### config.mk
export PLATFORM = sky130hd
export DESIGN_NAME = present_sbox_layer_dr
export DESIGN_NICKNAME = d
export VERILOG_FILES = /design/src/rtl/present_sbox_pkg.sv /design/src/rtl/present_sbox_lane_dr.sv /design/src/rtl/present_sbox_layer_dr.sv
export SDC_FILE = /design/constraint.sdc
export NUM_CORES = 1
export LEC_CHECK = 0
export BUFFER_PORTS_ARGS = -buffer_cell sky130_fd_sc_hd__buf_2
export CORE_AREA = 2 2 125 127
export DETAILED_ROUTE_END_ITERATION = 10
export DIE_AREA = 0 0 127 129
export PLACE_DENSITY_LB_ADDON = 0.3
export REMOVE_ABC_BUFFERS = 1
export SYNTH_ARGS = -nofsm -noshare
export SYNTH_HDL_FRONTEND = slang
export SYNTH_SLANG_ARGS = --single-unit
### constraint.sdc
create_clock -name i_clk -period 4 [get_ports i_clk]
set_input_delay 0.6 -clock i_clk [delete_from_list [all_inputs] [get_ports i_clk]]
set_output_delay 0.6 -clock i_clk [all_outputs]
set_load 0.05 [all_outputs]
### src/rtl/present_sbox_pkg.sv
// Shared definitions for the dual-rail PRESENT S-box layer:
// S-box table and lookup function, FSM state type, nibble width.
package present_sbox_pkg;

  localparam int NIB_W = 4;

  localparam logic [NIB_W-1:0] SBOX [16] = '{
    4'hC, 4'h5, 4'h6, 4'hB, 4'h9, 4'h0, 4'hA, 4'hD,
    4'h3, 4'hE, 4'hF, 4'h8, 4'h4, 4'h7, 4'h1, 4'h2
  };

  function automatic logic [NIB_W-1:0] sbox4(input logic [NIB_W-1:0] x);
    return SBOX[x];
  endfunction

  typedef enum logic [1:0] {
    ST_IDLE = 2'd0,
    ST_PRE  = 2'd1,
    ST_EVAL = 2'd2,
    ST_DONE = 2'd3
  } state_t;

endpackage

### src/rtl/present_sbox_lane_dr.sv
// One dual-rail S-box lane. Both rails sit at 0 unless the lane is being
// evaluated (and not precharging); then u = S(x) and c = ~S(x).
module present_sbox_lane_dr
  import present_sbox_pkg::*;
(
  input  logic             i_pre,
  input  logic             i_eval,
  input  logic [NIB_W-1:0] i_x,
  output logic [NIB_W-1:0] o_u,
  output logic [NIB_W-1:0] o_c
);

  // Rails are precharged low by default and only driven during evaluation.
  always_comb begin
    o_u = '0;
    o_c = '0;
    if (i_eval && !i_pre) begin
      o_u = sbox4(i_x);
      o_c = ~sbox4(i_x);
    end
  end

endmodule

### src/rtl/present_sbox_layer_dr.sv
// Sequential PRESENT S-box layer with dual-rail outputs.
// The state is processed LANES nibbles at a time in ascending group order;
// each group gets PRE_CYCLES precharge cycles followed by one evaluate cycle.
// Rails of groups not yet evaluated read 0/0. Any written bit pair with
// equal rails raises the sticky fault flag.
// Optional macro PRESENT_SBOX_FAULT_INJECT_EN adds i_inj_mask, XORed onto
// the uncomplemented rail of the group being evaluated.
//
//   state | meaning
//   IDLE  | ready for a new state, rails hold the last result
//   PRE   | precharging the current group (PRE_CYCLES cycles)
//   EVAL  | write S(x)/~S(x) of the current group, check complementarity
//   DONE  | result valid and stable until accepted
module present_sbox_layer_dr
  import present_sbox_pkg::*;
#(
  parameter int NIBBLES    = 16,
  parameter int LANES      = 4,
  parameter int PRE_CYCLES = 1
) (
  input  logic                     i_clk,
  input  logic                     i_rst_n,
  input  logic                     i_in_valid,
  output logic                     o_in_ready,
  input  logic [NIB_W*NIBBLES-1:0] i_in_data,
  output logic                     o_out_valid,
  input  logic                     i_out_ready,
  output logic [NIB_W*NIBBLES-1:0] o_out_u,
  output logic [NIB_W*NIBBLES-1:0] o_out_c,
  output logic                     o_pre_phase,
  output logic                     o_busy,
`ifdef PRESENT_SBOX_FAULT_INJECT_EN
  input  logic [NIB_W*LANES-1:0]   i_inj_mask,
`endif
  output logic                     o_fault
);

  localparam int G    = NIBBLES / LANES;
  localparam int W    = NIB_W * NIBBLES;
  localparam int GW   = NIB_W * LANES;
  localparam int G_W  = (G > 1) ? $clog2(G) : 1;
  localparam int PC_W = (PRE_CYCLES > 1) ? $clog2(PRE_CYCLES) : 1;

  localparam logic [G_W-1:0]  GRP_LAST = G_W'(G - 1);
  localparam logic [PC_W-1:0] PRE_LOAD = PC_W'(PRE_CYCLES - 1);

  state_t          r_state;
  state_t          w_next;
  logic [W-1:0]    r_data;
  logic [G_W-1:0]  r_grp;
  logic [PC_W-1:0] r_pre_cnt;
  logic [W-1:0]    r_out_u;
  logic [W-1:0]    r_out_c;
  logic            r_fault;

  logic [GW-1:0]   w_grp_x;
  logic [GW-1:0]   w_lane_u;
  logic [GW-1:0]   w_lane_c;
  logic [GW-1:0]   w_inj;
  logic [GW-1:0]   w_u_wr;
  logic            w_pre;
  logic            w_eval;
  logic            w_last_grp;

  assign w_pre      = (r_state == ST_PRE);
  assign w_eval     = (r_state == ST_EVAL);
  assign w_last_grp = (r_grp == GRP_LAST);
  assign w_grp_x    = r_data[r_grp*GW +: GW];

`ifdef PRESENT_SBOX_FAULT_INJECT_EN
  assign w_inj = i_inj_mask;
`else
  assign w_inj = '0;
`endif

  assign w_u_wr = w_lane_u ^ w_inj;

  for (genvar j = 0; j < LANES; j++) begin : g_lane
    present_sbox_lane_dr u_lane (
      .i_pre  (w_pre),
      .i_eval (w_eval),
      .i_x    (w_grp_x[j*NIB_W +: NIB_W]),
      .o_u    (w_lane_u[j*NIB_W +: NIB_W]),
      .o_c    (w_lane_c[j*NIB_W +: NIB_W])
    );
  end

  // State register.
  always_ff @(posedge i_clk or negedge i_rst_n) begin
    if (!i_rst_n) r_state <= ST_IDLE;
    else          r_state <= w_next;
  end

  // Next-state decode; the precharge timer is a down-counter ending at 0.
  always_comb begin
    w_next = r_state;
    case (r_state)
      ST_IDLE: if (i_in_valid)       w_next = ST_PRE;
      ST_PRE:  if (r_pre_cnt == '0)  w_next = ST_EVAL;
      ST_EVAL: w_next = w_last_grp ? ST_DONE : ST_PRE;
      ST_DONE: if (i_out_ready)      w_next = ST_IDLE;
      default: w_next = ST_IDLE;
    endcase
  end

  // Datapath: latch input, run timers/group counter, write evaluated rails.
  always_ff @(posedge i_clk or negedge i_rst_n) begin
    if (!i_rst_n) begin
      r_data    <= '0;
      r_grp     <= '0;
      r_pre_cnt <= '0;
      r_out_u   <= '0;
      r_out_c   <= '0;
      r_fault   <= 1'b0;
    end else begin
      case (r_state)
        ST_IDLE: begin
          if (i_in_valid) begin
            r_data    <= i_in_data;
            r_out_u   <= '0;
            r_out_c   <= '0;
            r_fault   <= 1'b0;
            r_grp     <= '0;
            r_pre_cnt <= PRE_LOAD;
          end
        end
        ST_PRE: begin
          if (r_pre_cnt != '0) r_pre_cnt <= r_pre_cnt - PC_W'(1);
        end
        ST_EVAL: begin
          r_out_u[r_grp*GW +: GW] <= w_u_wr;
          r_out_c[r_grp*GW +: GW] <= w_lane_c;
          if (|(~(w_u_wr ^ w_lane_c))) r_fault <= 1'b1;
          if (!w_last_grp) begin
            r_grp     <= r_grp + G_W'(1);
            r_pre_cnt <= PRE_LOAD;
          end
        end
        default: ;
      endcase
    end
  end

  assign o_in_ready  = (r_state == ST_IDLE);
  assign o_out_valid = (r_state == ST_DONE);
  assign o_pre_phase = w_pre;
  assign o_busy      = (r_state != ST_IDLE);
  assign o_out_u     = r_out_u;
  assign o_out_c     = r_out_c;
  assign o_fault     = r_fault;

endmodule

==> Word-level counts from Yosys, hierarchy flattened <==
Memory sizes are Yosys's and may differ from the RTL's.
Cells that the tools add are included.
{ "totals": {"out_inout_bits": 133, "reg_bits": 198, "word_cells": 89, "mem_count": 4, "romBits": 256} }
{ "classes": {"shift": 4, "n_addsub": 3, "muxes": 35, "n_bitwise": 10, "reduce_logical": 13, "order_cmp": 4, "eq_ne": 9} }
{ "memory_table": {"columns": ["memory", "words", "width", "read_ports", "rd_ports_with_merged_regs", "wr", "line_no", "rtl"], "rows": [
  ["(no name shown)", 16, 4, 1, 0, 0, "present_sbox_pkg.sv:13", "return SBOX[x];"],
  ["(no name shown)", 16, 4, 1, 0, 0, "present_sbox_pkg.sv:13", null],
  ["(no name shown)", 16, 4, 1, 0, 0, "present_sbox_pkg.sv:13", null],
  ["(no name shown)", 16, 4, 1, 0, 0, "present_sbox_pkg.sv:13", null]
]} }
{ "op_table": {"columns": ["op", "count"], "rows": [
  ["case mux 64 bit (2 select lines)", 2],
  ["bitwise mux 64 bit", 2],
  ["variable part select 16 x 34 -> 64 bit", 2],
  ["2-to-1 mux 4 bit", 16],
  ["2-to-1 mux 64 bit", 1],
  ["variable shift 16 x 34 -> 64 bit (first input constant)", 1],
  ["variable part select 64 x 7 -> 16 bit", 1],
  ["negation 6 -> 34 bit", 1],
  [">= comparator 5 bit (second input constant)", 4],
  ["NOT 4 -> 5 bit", 4],
  ["NOT 16 bit", 1],
  ["NOT 4 bit", 4],
  ["OR reduction 16 bit", 1],
  ["XOR 16 bit", 1],
  ["2-to-1 mux 2 bit", 6],
  ["AND reduction 3 bit", 4],
  ["!= test 2 bit (second input constant)", 4],
  ["case mux 2 bit (4 select lines)", 1],
  ["equality test 2 bit (second input constant)", 3],
  ["2-to-1 mux 1 bit", 4],
  ["case mux 2 bit (2 select lines)", 1],
  ["AND reduction 2 bit", 2],
  ["nonzero test 2 bit", 2],
  ["case mux 1 bit (3 select lines)", 1],
  ["9 further kinds", 9]
]} }

==> Longest topological paths before layout <==
Gate-level depths: netlist of run 1.
{ "depth": {"word_depth": 12, "ltp_mapped": 10, "depth_no_buf": 7} }

==> Cells and area by module <==
From an unflattened synthesis of run 1, not the netlist that was laid out.
{ "hier_totals": {"cells_unflattened": 645, "area_unflattened_um2": 9058.7} }
{ "modules_own_cells": {"columns": ["module", "area_each_um2", "cells_each", "seq_area_each_um2", "instances"], "rows": [
  ["present_sbox_layer_dr", 8062.7, 509, 4929.7, 1],
  ["present_sbox_lane_dr", 249.0, 34, 0.0, 4]
]} }

==> Worst setup path after synthesis of run 1 <==
OpenSTA, ideal clock, no wires.
{ "synth_path": {"path_kind": "register -> register", "from": "register r_state[0]", "to": "register r_data[10]", "path_stages_with_launch": 7, "period_less_slack_ps": 2400, "t_arrival_ps": 2276, "setup_slack_ps": 1600, "n_path_buf": 2, "setup_ps": 125, "cell_sequence": "dfrtp_1 -> or2_2 -> inv_1 -> and2_1 -> clkbuf_1 -> buf_2 -> mux2_2"} }
{ "synth_via": {"elab_chain_len": 2} }
{ "synth_rtl": {"columns": ["item", "line_no", "rtl"], "rows": [
  ["from (decl)", "present_sbox_layer_dr.sv:47", "state_t r_state;"],
  ["from (signal assigned)", "present_sbox_layer_dr.sv:91", "else r_state <= w_next;"],
  ["logical NOT 2 bit", null, null],
  ["named net o_in_ready", "present_sbox_layer_dr.sv:24", "output logic o_in_ready,"],
  ["AND reduction 2 bit (no line)", null, null],
  ["to (signal assigned)", "present_sbox_layer_dr.sv:119", "r_data <= i_in_data;"],
  ["to (decl)", "present_sbox_layer_dr.sv:49", "logic [W-1:0] r_data;"]
]} }
The timed path passes the listed nets, and every way through them passes these cells.
A chain may end at the register's enable or synchronous reset.

==> Worst setup path in the final report of run 1 <==
{ "layout_path": {"from": "register r_grp[0]", "to": "register r_out_u[35] (netlist: o_out_u[35])"} }
{ "layout_via": {"elab_chain_len": 9, "elab_cells_between_ends": 26} }
{ "layout_rtl": {"columns": ["item", "line_no", "rtl"], "rows": [
  ["from (decl)", "present_sbox_layer_dr.sv:50", "logic [G_W-1:0] r_grp;"],
  ["from (signal assigned)", "present_sbox_layer_dr.sv:135", "r_grp <= r_grp + G_W'(1);"],
  ["variable part select 64 x 7 -> 16 bit", "present_sbox_layer_dr.sv:68", "assign w_grp_x = r_data[r_grp*GW +: GW];"],
  ["NOT 4 -> 5 bit (not written as such)", "present_sbox_pkg.sv:13", null],
  ["memory read (16 x 4 bit)", null, null],
  ["2-to-1 mux 4 bit (2 in series)", null, null],
  ["2-to-1 mux 4 bit", "present_sbox_lane_dr.sv:17", "if (i_eval && !i_pre) begin"],
  ["variable part select 16 x 34 -> 64 bit", "present_sbox_layer_dr.sv:131", "r_out_u[r_grp*GW +: GW] <= w_u_wr;"],
  ["bitwise mux 64 bit *", "present_sbox_layer_dr.sv:131", null],
  ["case mux 64 bit (2 select lines) *", "present_sbox_layer_dr.sv:116", "case (r_state)"],
  ["to (signal, indexed assignment)", "present_sbox_layer_dr.sv:131", null],
  ["to (decl)", "present_sbox_layer_dr.sv:52", "logic [W-1:0] r_out_u;"]
]} }
Mark *: on every way between the ends. The rest lies on a longest branch, timed or not. The select of a mux whose other input is x is not followed.

==> results.json, run 1 <==
{
  "syn2layout_area_growth_pct": 20.83,
  "max_clock_freq_ghz": 0.3244,
  "top_layer": "met4",
  "h-tree-depth": 4,
  "die-area_mm2": 0.01638,
  "routedWlPerCell_um": 21.40,
  "port_buffers": 200,
  "wl_met2_mm": 11.12,
  "synth.most_common_cell": "dfrtp_1",
  "synthSimpleGateAreaFrac_pct": 5.145,
  "dp_hpwl_mm": 15.10,
  "timing.rr.end": "o_out_u[35]",
  "postCtsResizedCells": 0,
  "yosys-top-cells-count": "197 x dfrtp_1, 74 x nand2_1, 67 x o21ai_0",
  "muxShareOfSynthArea_pct": 15.60,
  "drive_gt1_share_pct": 39.20,
  "synth_compound_area_share_pct": 13.09,
  "crit_chain": "buf_4 -> mux4_1 -> inv_1 -> ha_1 -> mux2i_1 -> mux2i_1 -> o21ai_0",
  "rsz0062_at_grt": "false",
  "synth_top_family_by_area": "multiplexers",
  "start_util_pct": 56.18,
  "cts_setup_buffers": 0,
  "utilization_pct": 67.89,
  "vdd_drop_max_mv": 0.7425,
  "run_status": "finished, final reports clean",
  "crit_type": "flip-flop to flip-flop",
  "synth_seq_cells": 197,
  "grt_pass1_wl_mm": 35.08,
  "dieWidth_um": 127,
  "reg2reg_from": "r_grp[0]",
  "fillers": 1119,
  "worst_pin_slew_ps": 991.9,
  "syn_area_mm2": 0.008414,
  "vias_per_cell": 5.959,
  "first_global_vias": 6368,
  "yosys.area.top_type_share_pct": 58.59,
  "p_leak_nw": 5.211,
  "max_stage_delay_ps": 760,
  "finalHoldViolCount": 0,
  "clock_sinks": 197,
  "drt_iter0_drc": 427,
  "core_area_mm2": 0.01498,
  "clock_skew_ps": 7.862,
  "yosys_warnings": 0,
  "synth_top_area_cell": "dfrtp_1",
  "cts-root-buf": "clkbuf_16",
  "cp_max_fo": 23,
  "ys_top_cells_by_area": "dfrtp_1 59%, mux2_2 8.6%, a22o_1 6.7%",
  "endpoint_kind": "flip-flop",
  "clk_latency_ps": 440,
  "final_nets": 926,
  "period_share_pct": 77.06,
  "fin_crit_ps": 3082,
  "synthFlopType": "dfrtp_1",
  "yosysSeqAreaShare_pct": 58.59,
  "synth_cells": 644,
  "syn_area_per_cell_um2": 13.07,
  "clock_path_buffers": 2,
  "synth-xor-area-share_pct": 0.7732,
  "cpMaxStageDelayCell": "mux4_1",
  "slew_headroom_pct": 33.88,
  "vias": 6168,
  "grt_overflow": 0,
  "synth_cell_type_count": 37,
  "top_level_ports": 201,
  "hold_ws_ps": 277.4,
  "wl_met3_mm": 1.426,
  "rr_worst_depth": 7,
  "antenna_found_initial": 0,
  "synth_edf_count": 0,
  "drt_first_pass_iters": 5,
  "drc": 0,
  "antenna_left": 0,
  "setup_viol": 0,
  "wl_met1_mm": 8.956,
  "start_kind": "flip-flop",
  "ys_async_sr_fraction_pct": 100.0,
  "gp_congestion": 0.8482,
  "rows": 45,
  "slew_viol_final": 0,
  "r2r_slack_ps": 920,
  "crit_required_ps": 4280,
  "power_density_mw_per_mm2": 963.2,
  "clkTransAtPathRegs_ps": 70,
  "grt_max_degree": 116,
  "drv_cap": 0,
  "cp.arrival_ps": 3360,
  "cts_tree": "done",
  "die_h_um": 129,
  "hold_buffers": 0,
  "cts_buffers": 17,
  "n_antenna_cell": 0,
  "design_power_total_mw": 9.793,
  "drt_wl_total_mm": 22.14,
  "fin_setup_tns_ps": 0,
  "grtUsageTotal_pct": 28.27,
  "regArea_mm2": 0.004930,
  "synthAdderAreaFrac_pct": 3.569,
  "cpMostUsedCell": "mux2i_1",
  "multiInputGateArea_mm2": 0.003219,
  "hp-class": "input pin to async pin"
}
[worst max path at each step]
stage,from,endpoint,slack [ps]
2_1_floorplan,r_state[0],r_data[0],540
3_3_place_gp,r_grp[0],o_out_c[5],1120
3_5_place_dp,r_grp[0],o_out_u[2],970
4_1_cts,r_grp[0],o_out_u[35],910
5_1_grt,r_grp[0],o_out_c[37],730
6_report,r_grp[0],o_out_u[35],920
[metrics by stage]
stage	instances	setup slack [ps]	area [µm²]
after CTS	1035	912.3	10170
after global routing	1035	733.3	10170
final	1035	917.6	10170
after global placement	1003	1116	9592
after floorplan	602	542.4	8217
after detailed placement	1003	970.4	9592
[where the power goes]
part	leakage (nW)	total, mW	internal, mW	switching [mW]
combinational	2.34	5.10	1.67	3.43
clock	0.278	1.69	0.941	0.747
sequential	2.59	3.00	2.60	0.407
[routing by layer]
metal  GRT usage (%)  vias up
met5               0        -
met4           12.22        0
met2           46.74      273
met1           36.62     3175
li1                -     2667
met3           6.029       53
[kinds of logic (layout without fill, tap and decap cells)]
kind of cell,Yosys count,after routing
flip-flops,197,197
AO/OA/AOI/OAI,156,156
AND/OR/NAND/NOR,101,101
multiplexers,100,100
buffers and inverters,62,265
adder cells (fa/ha/maj),24,24
XOR/XNOR,4,4
[worst max-delay path: cells and delay by family, from the launching register on]
family | cells | cell delay [ps]
multiplexers | 3 | 1390
buffers and inverters | 2 | 580
flip-flops | 1 | 500
AO/OA/AOI/OAI | 1 | 240
adder cells (fa/ha/maj) | 1 | 190
[flip-flops by register name, indices dropped and copies added (netlist names)]
name,flops
r_data,64
r_grp,2
o_out_u,64
r_state,2
o_fault,1
o_out_c,64
[cell usage in the layout, fill, tap and decap left out, types with 2 or more instances in the layout]
cell,netlist,routed
clkinvlp_4,0,2
nor2_1,6,6
buf_12,1,2
a22o_1,64,64
mux4_1,4,4
mux2i_1,18,18
dfrtp_1,197,197
nor2b_1,3,3
a2bb2oi_2,4,4
xor2_2,4,4
o21a_1,4,4
buf_4,0,11
clkinv_2,0,3
clkbuf_16,0,17
inv_6,0,3
and3_1,2,2
inv_1,20,20
a21o_1,4,4
bufinv_16,0,2
a22oi_1,4,4
nand4_1,2,2
ha_1,24,24
clkbuf_8,0,2
nand3_1,2,2
buf_2,13,199
clkbuf_1,26,3
mux4_2,12,12
mux2_2,64,64
o21ai_0,67,67
nand2_1,74,74
a21oi_1,7,7
nand2b_1,5,5
[area by class of cell]
type	count	area share, %
Sequential cell	197	48.49
Multi-Input combinational cell	385	31.66
Timing Repair Buffer	213	11.14
Clock buffer	21	4.430
Tap cell	188	2.314
Clock inverter	11	1.231
Inverter	20	0.7384
(Power assumes the default switching activity.)
==> run 2: changes to the inputs <==
Settings changed: CORE_AREA 2 2 125 127 to 2 2 128 130, DIE_AREA 0 0 127 129 to 0 0 130 132.
Clock period 4 ns to 3 ns, I/O delays scaled along.
==> results.json, run 2 (same netlist as run 1, synthesis figures left out) <==
{
  "slew_viol_final": 0,
  "power_density_mw_per_mm2": 1254,
  "port_buffers": 200,
  "finalHoldViolCount": 0,
  "drt_wl_total_mm": 21.62,
  "placed_cells": 1039,
  "postCtsResizedCells": 0,
  "cp.arrival_ps": 2920,
  "path_delay_family": "compound AO/OA/AOI/OAI gates",
  "dp_hpwl_mm": 15.23,
  "critPathLaunch": "r_grp[0]",
  "internal_power_mw": 6.899,
  "crit_type": "flip-flop to flip-flop",
  "setup_ws_ps": 350.3,
  "stdcell_count": 1072,
  "max_stage_delay_ps": 700,
  "cts_buffers": 17,
  "setup_viol": 0,
  "hp-class": "input pin to async pin",
  "drive_gt1_share_pct": 40.00,
  "grt_pass1_wl_mm": 34.17,
  "clkTransAtPathRegs_ps": 70,
  "hold_buffers": 0,
  "slew_headroom_pct": 29.77,
  "core_area_mm2": 0.01571,
  "antenna_found_initial": 1,
  "gp_congestion": 0.8588,
  "grt_max_degree": 90,
  "cpMaxStageDelayCell": "mux4_1",
  "crit_buf_inv": 2,
  "cp_num_cells": 7,
  "vias": 6085,
  "cts-root-buf": "clkbuf_16",
  "run_status": "finished, final reports clean",
  "start_kind": "flip-flop",
  "die-area_mm2": 0.01716,
  "crit_chain": "buf_12 -> mux4_1 -> ha_1 -> inv_1 -> a21oi_1 -> a22oi_1 -> o21ai_0",
  "timing.rr.end": "o_out_c[37]",
  "cts_setup_buffers": 0,
  "crit_required_ps": 3270,
  "layout_commonest_cell": "buf_2",
  "dieWidth_um": 130,
  "clock_skew_ps": 7.211,
  "die_h_um": 132,
  "rr_worst_depth": 7,
  "r2r_slack_ps": 350,
  "endpoint_kind": "flip-flop",
  "p_comb_share_pct": 52.4,
  "final_nets": 934,
  "cts_tree": "done",
  "max_clock_freq_ghz": 0.3774,
  "drc": 0,
  "syn2layout_area_growth_pct": 21.99,
  "p_clk_share_pct": 16.8,
  "rsz0062_at_grt": "false",
  "top_level_ports": 201,
  "vdd_drop_max_mv": 0.9343,
  "grtUsageTotal_pct": 26.04,
  "rows": 46,
  "p_leak_nw": 5.255,
  "drv_cap": 0,
  "pre_cts_slack_ps": 396.9,
  "fin_crit_ps": 2650,
  "first_global_vias": 6173,
  "h-tree-depth": 4,
  "start_util_pct": 53.55,
  "period_share_pct": 88.32,
  "switching_share_pct": 46.40,
  "routedWlPerCell_um": 20.16,
  "antenna_left": 0,
  "clock_sinks": 197,
  "p_seq_share_pct": 30.8,
  "worst_pin_slew_ps": 1054,
  "clock_path_buffers": 2,
  "vias_per_cell": 5.676,
  "drt_iter0_drc": 401,
  "layout_common_cells": "199 x buf_2, 197 x dfrtp_1, 74 x nand2_1, 67 x o21ai_0",
  "cp_max_fo": 27,
  "grt_overflow": 0,
  "clk_latency_ps": 430,
  "reg2reg_from": "r_grp[0]",
  "drt_first_pass_iters": 5,
  "setup.worst_path.end": "o_out_c[37]",
  "p_sw_mw": 5.973
}
## run 2: cell count changes in the layout (fill, tap and decap cells not counted), moves of 2 or more
cell and change:
clkbuf_1 -2, clkinv_2 +2, buf_4 +7, clkinv_4 +4, inv_6 -3
## run 2: through the flow
stage          hold slack, ps  total power [mW]  instance area [µm²]  TNS (ps)  utilization (%)
2_1_floorplan           154.4             8.856                 8217    -31480                -
3_3_place_gp            458.1             10.36                 9699         0            61.73
3_5_place_dp            465.1             10.70                 9699         0            61.73
4_1_cts                 106.0             12.88                10260         0            65.31
5_1_grt                 123.9             13.65                10260         0            65.33
6_report                69.09             12.87                10260         0            65.33
## run 2: how the worst min path moves through the flow
stage	depth (start not counted)	startpoint	to
2_1_floorplan	0	i_rst_n	o_fault
3_3_place_gp	2	o_out_u[47]	o_out_u[47]
3_5_place_dp	2	o_out_u[39]	o_out_u[39]
4_1_cts	1	i_rst_n	r_data[42]
5_1_grt	1	i_rst_n	r_data[40]
6_report	1	i_rst_n	r_data[40]
## run 2: power groups by stage
stage / Combinational, mW / Sequential [mW] / Clock (mW)
CTS: 6.73 / 3.96 / 2.19
finish: 6.75 / 3.96 / 2.16
detailed placement: 6.70 / 4.01 / 0
global route: 7.27 / 4.06 / 2.31
floorplan: 3.80 / 5.06 / 0
global placement: 6.40 / 3.95 / 0
## run 2: metal layers
metal / global-route usage, % / vias to the layer above / share of wire (%)
met5: 0 / - / 0
met4: 8.423 / 0 / 2.3
met3: 6.534 / 42 / 6.7
met2: 43.46 / 246 / 51
met1: 33.33 / 3094 / 40
li1: - / 2703 / -
## run 2: layout make-up
class	instances	area, µm²
clock inverters	12	106.4
diodes	1	2.502
fillers	1251	5448
repair buffers	221	1205
flip-flops and latches	197	4930
multi-input cells	385	3219
clock buffers	20	456.7
well taps	216	270.3
inverters	20	75.07
## run 2: worst register-to-register path: cells and delay by family, from the launching register on
kind | cells | cell delay [ps]
compound gates | 3 | 850
fa+ha+maj | 1 | 250
mux | 1 | 710
flops | 1 | 370
buf+inv | 2 | 310
